## config.mk

```make
export PLATFORM = sky130hd
export DESIGN_NAME = mem_arbiter
export DESIGN_NICKNAME = d
export VERILOG_FILES = /design/src/rtl/mem_arbiter.sv
export SDC_FILE = /design/constraint.sdc
export NUM_CORES = 1
export LEC_CHECK = 0
export ABC_AREA = 0
export ABC_CLOCK_PERIOD_IN_PS = 1800
export CAP_MARGIN = 20
export CORE_AREA = 3 3 130 132
export CTS_BUF_LIST = sky130_fd_sc_hd__clkbuf_2
export CTS_CLUSTER_DIAMETER = 200
export CTS_CLUSTER_SIZE = 40
export DETAILED_ROUTE_END_ITERATION = 16
export DIE_AREA = 0 0 133 135
export PLACE_DENSITY = 0.91
export SLEW_MARGIN = 15
export SYNTH_ARGS = -nofsm -noshare
export SYNTH_HDL_FRONTEND = slang
export SYNTH_SLANG_ARGS = --single-unit
```

## constraint.sdc

```tcl
create_clock -name clk -period 1.8 [get_ports clk]
set_clock_uncertainty 0.1 [all_clocks]
set_input_delay 0.18 -clock clk [delete_from_list [all_inputs] [get_ports clk]]
set_output_delay 0.18 -clock clk [all_outputs]
set_load 0.02 [all_outputs]
```

## src/rtl/mem_arbiter.sv

```systemverilog
// Shares one single-ported, variable-latency memory between the instruction-fetch and data
// ports. Data wins by default; a starvation counter bounds instruction waits, a watchdog aborts.
module mem_arbiter #(
  parameter int unsigned MAX_DATA = 4,
  parameter int unsigned TIMEOUT  = 255
) (
  input  logic        clk,
  input  logic        reset,
  input  logic        i_req,
  input  logic [31:0] i_addr,
  output logic [31:0] i_rdata,
  output logic        i_done,
  input  logic        d_req,
  input  logic        d_rd_wr,
  input  logic [31:0] d_addr,
  input  logic [31:0] d_wdata,
  output logic [31:0] d_rdata,
  output logic        d_done,
  output logic        m_req,
  output logic        m_rd_wr,
  output logic [31:0] m_addr,
  output logic [31:0] m_wdata,
  input  logic [31:0] m_rdata,
  input  logic        m_ready,
  output logic        err
);

  localparam logic [3:0]  MaxData = 4'(MAX_DATA);
  localparam logic [7:0]  Timeout = 8'(TIMEOUT);
  localparam logic [31:0] ErrData = 32'hDEADBEEF;

  typedef enum logic [1:0] {StIdle, StBusy, StDone} state_e;

  state_e      state_q, state_d;
  logic        owner_i_q, owner_i_d;
  logic        m_req_q, m_req_d;
  logic        m_rd_wr_q, m_rd_wr_d;
  logic [31:0] m_addr_q, m_addr_d;
  logic [31:0] m_wdata_q, m_wdata_d;
  logic [31:0] i_rdata_q, i_rdata_d;
  logic [31:0] d_rdata_q, d_rdata_d;
  logic        i_done_q, i_done_d;
  logic        d_done_q, d_done_d;
  logic        err_q, err_d;
  logic [3:0]  starve_cnt_q, starve_cnt_d;
  logic [7:0]  wd_cnt_q, wd_cnt_d;

  logic        grant_i;
  logic        finish;
  logic [31:0] fin_data;

  always_comb begin
    state_d      = state_q;
    owner_i_d    = owner_i_q;
    m_req_d      = m_req_q;
    m_rd_wr_d    = m_rd_wr_q;
    m_addr_d     = m_addr_q;
    m_wdata_d    = m_wdata_q;
    i_rdata_d    = i_rdata_q;
    d_rdata_d    = d_rdata_q;
    i_done_d     = 1'b0;
    d_done_d     = 1'b0;
    err_d        = err_q;
    starve_cnt_d = starve_cnt_q;
    wd_cnt_d     = wd_cnt_q;
    grant_i      = 1'b0;
    finish       = 1'b0;
    fin_data     = m_rdata;

    case (state_q)
      StIdle: begin
        if (i_req || d_req) begin
          grant_i   = i_req && (!d_req || (starve_cnt_q >= MaxData));
          owner_i_d = grant_i;
          m_req_d   = 1'b1;
          wd_cnt_d  = 8'd0;
          state_d   = StBusy;
          if (grant_i) begin
            // Fetches are always reads; the write-data bus is parked at zero.
            m_rd_wr_d    = 1'b1;
            m_addr_d     = i_addr;
            m_wdata_d    = 32'd0;
            starve_cnt_d = 4'd0;
          end else begin
            m_rd_wr_d = d_rd_wr;
            m_addr_d  = d_addr;
            m_wdata_d = d_wdata;
            if (!i_req) begin
              starve_cnt_d = 4'd0;
            end else if (starve_cnt_q < MaxData) begin
              starve_cnt_d = starve_cnt_q + 4'd1;
            end
          end
        end
      end
      StBusy: begin
        // A real completion in the watchdog's final cycle wins over the abort.
        if (m_ready) begin
          finish = 1'b1;
        end else if ((Timeout != 8'd0) && (wd_cnt_q == Timeout)) begin
          finish   = 1'b1;
          fin_data = ErrData;
          err_d    = 1'b1;
        end else begin
          wd_cnt_d = wd_cnt_q + 8'd1;
        end
      end
      StDone: begin
        state_d = StIdle;
      end
      default: begin
        state_d = StIdle;
      end
    endcase

    if (finish) begin
      m_req_d = 1'b0;
      state_d = StDone;
      if (owner_i_q) begin
        i_rdata_d = fin_data;
        i_done_d  = 1'b1;
      end else begin
        d_done_d = 1'b1;
        if (m_rd_wr_q) begin
          d_rdata_d = fin_data;
        end
      end
    end
  end

  always_ff @(posedge clk or negedge reset) begin
    if (!reset) begin
      state_q      <= StIdle;
      owner_i_q    <= 1'b0;
      m_req_q      <= 1'b0;
      m_rd_wr_q    <= 1'b1;
      m_addr_q     <= 32'd0;
      m_wdata_q    <= 32'd0;
      i_rdata_q    <= 32'd0;
      d_rdata_q    <= 32'd0;
      i_done_q     <= 1'b0;
      d_done_q     <= 1'b0;
      err_q        <= 1'b0;
      starve_cnt_q <= 4'd0;
      wd_cnt_q     <= 8'd0;
    end else begin
      state_q      <= state_d;
      owner_i_q    <= owner_i_d;
      m_req_q      <= m_req_d;
      m_rd_wr_q    <= m_rd_wr_d;
      m_addr_q     <= m_addr_d;
      m_wdata_q    <= m_wdata_d;
      i_rdata_q    <= i_rdata_d;
      d_rdata_q    <= d_rdata_d;
      i_done_q     <= i_done_d;
      d_done_q     <= d_done_d;
      err_q        <= err_d;
      starve_cnt_q <= starve_cnt_d;
      wd_cnt_q     <= wd_cnt_d;
    end
  end

  assign i_rdata = i_rdata_q;
  assign i_done  = i_done_q;
  assign d_rdata = d_rdata_q;
  assign d_done  = d_done_q;
  assign m_req   = m_req_q;
  assign m_rd_wr = m_rd_wr_q;
  assign m_addr  = m_addr_q;
  assign m_wdata = m_wdata_q;
  assign err     = err_q;

endmodule

```

==> run metrics <==
DR pass1 iterations=8; Yosys reg bits=148; largest net degree at the start of global routing=99; Syn Nets=833; GR peak layer=met2; Crit Path Max Fanout=34; RSZ-0062 raised after global routing=yes; most common cell after layout, fill and taps aside=dfrtp_1; # nets final=1,270; pwr/cell area=1418 nW/um^2; Core ar.=15,830 um^2; vias in the first global route=8,114; clock latency on the worst-skew pair=760 ps; total CTS buffers=17; fmax=576.8 MHz; Register Area=3705 um^2; Final Hold Fails=0; WL/cell=21.22 um; Reg2Reg Setup Slack=70 ps; Sequential Power Share=33.2%; Final min period=1734 ps; CP endpoint kind=flip-flop; IO buf count=266; hold path startpoint=m_rdata[8]; Ys Warns=0; first-pass GRT wire length=44,790 um; vias=7,850; Initial Util=45.45%; Reg2Reg Launch Point=wd_cnt_q[0]$_DFFE_PN0P_; Longest Clk Path Bufs=2; Top Ports=267; VDD IR max=0.0009223 V; Max Slew Vio Count=0; H-tree Lvls=4; CTS tree=done; root buffer cell=clkbuf_2; Rel. slew slack=62.43%; die height=135 um; initial antenna violation count=2; P_leak=5.205 nW; Post-Syn Area=7193 um^2; run status=finished clean; HPWL after DPL=15,510 um; GRT Residual Overflow=0; switching power=7.195 mW; top_reg_cell synth=dfrtp_1; grt met2 use=52.88%; startpoint types=flip-flop; Avg Cell Area, Syn=10.32 um^2; gp weighted congestion=0.7622; Via density=5.751; Async SR Flop Fraction=100.0%; Rows=46; Worst Setup SP=wd_cnt_q[0]$_DFFE_PN0P_; Seq/Total Area, Yosys=51.50%; setup_tns=0 ps; fraction of layout cells with a size suffix above 1=25.81%; Post-synth EDFFs=0; fin worst setup slack=66.33 ps; sw frac=43.93%; met3 usage=9.314%; Netlist cell types=45; Post-Synthesis Cells=697; clk slew on worst S/H paths=210 ps; clock share of power=13.4%; initial DRC count=707; GRT Resource Usage Total=31.51%; Final Power=16.38 mW; Synth area leaders=dfrtp_1, mux2i_1, nand3_1; die area=17,960 um^2; met1 usage=37.35%; post-synth top area share=51.14%; FF-to-FF End=m_req$_DFFE_PN0P_; HP Class=in2reg; Crit Path Class=reg2reg; Int Pwr=9.185 mW; combinational share of power=53.4%; Fill cells=1,076; worst hold path depth=4; pre-CTS setup slack=-38.09 ps; Routed Antenna Nets=0; R2R depth=5; Final Setup Violations=0; Hold Slack=76.08 ps; crit share post-route=96.32%; Yosys top cell by area=dfrtp_1; commonest non-fill, non-tap cells in the layout=dfrtp_1, clkdlybuf4s50_1, buf_4; Crit path required time=2360 ps; Multi-input gate area=2915 um^2; max cap viols=0; Worst Hold Path EP=i_rdata[8]$_DFFE_PN0P_; die width=133 um; TritonCTS Sinks=148; Slew @ Worst Pin=557.7 ps; Worst Path Arrival=2290 ps; final wirelength=28,970 um; P&R area growth vs syn=60.58%; drt drc=0
-- power groups by stage --
| stage | clock (mW) | sequential, mW | combinational [mW] |
|---|---|---|---|
| 2_1_floorplan | 0 | 6.81 | 3.08 |
| 3_3_place_gp | 0 | 5.39 | 8.08 |
| 3_5_place_dp | 0 | 5.47 | 8.28 |
| 4_1_cts | 2.20 | 5.32 | 8.67 |
| 5_1_grt | 2.39 | 5.55 | 9.27 |
| 6_report | 2.20 | 5.43 | 8.75 |
-- cell type report --
cell class	instances	share of cell area, %
Clock inverter	14	1.614
Antenna cell	2	0.04333
Timing Repair Buffer	483	35.80
Tap cell	216	2.340
Multi-Input combinational cell	419	25.24
Sequential cell	148	32.07
Clock buffer	18	0.7799
Inverter	65	2.112
-- registers in the layout (all words and copies together) (netlist names) --
| register | cells |
|---|---|
| m_rd_wr | 1 |
| state_q | 2 |
| i_done | 1 |
| m_addr | 32 |
| d_done | 1 |
| wd_cnt_q | 8 |
| m_wdata | 32 |
| i_rdata | 32 |
| owner_i_q | 1 |
| d_rdata | 32 |
| m_req | 1 |
| starve_cnt_q | 4 |
| err | 1 |
-- cell usage after synthesis, types with 10 or more instances --
master       n
dfrtp_1    147
mux2i_1     70
nand3_1     66
inv_1       65
a21oi_1     49
o21ai_0     44
o211ai_1    35
nand4_1     34
o2bb2ai_1   32
clkbuf_1    28
nand2b_1    25
a21o_1      18
buf_2       13
nand2_1     10
-- worst max path at each step --
stage                              end  slack [ps]  depth (start not counted)
2_1_floorplan  d_rdata[10]$_DFFE_PN0P_         130                          6
3_3_place_gp    m_addr[26]$_DFFE_PN0P_         -10                          5
3_5_place_dp    m_addr[14]$_DFFE_PN0P_         -40                          5
4_1_cts                     i_rdata[9]           1                          1
5_1_grt                        m_rd_wr         -30                          1
6_report             m_req$_DFFE_PN0P_          70                          5
-- through the flow --
stage	cell area (um^2)	util, %	cells
global placement	10230	64.63	1156
CTS	11980	75.68	1340
floorplan	7193	-	697
global route	11550	72.98	1365
detailed placement	10230	64.63	1156
finish	11550	72.98	1365
-- what timing repair did --
item	in CTS	in global routing
buffers inserted	51	21
hold buffers	101	1
endpoints found under the setup margin	133	176
cloned	0	1
pin swaps	0	0
resized for setup	326	141
hold endpoints to repair	214	1
-- worst max-delay path: stages (launching register included) --
cell	delay, ps
dfrtp_1	450
ha_1	260
and3_1	220
a21oi_4	230
buf_12	230
o22a_1	170
-- kinds of logic (layout without fill, tap and decap cells) --
kind of cell,count (synthesis),in the layout,share of synthesized area [%]
AOI/OAI and AO/OA,185,185,16.72
adders and majority gates,2,2,0.3478
buffers and inverters,130,580,8.349
DFF,148,148,51.50
muxes,74,74,10.47
other,0,2,0
and+or+nand+nor,158,158,12.61
-- layer usage --
layer | vias up | part of all wire (%)
li1 | 3358 | -
met1 | 3808 | 36
met2 | 562 | 49
met3 | 122 | 9.9
met4 | 0 | 4.5
met5 | - | 0
Note: power is estimated with default switching activity, not from simulation.
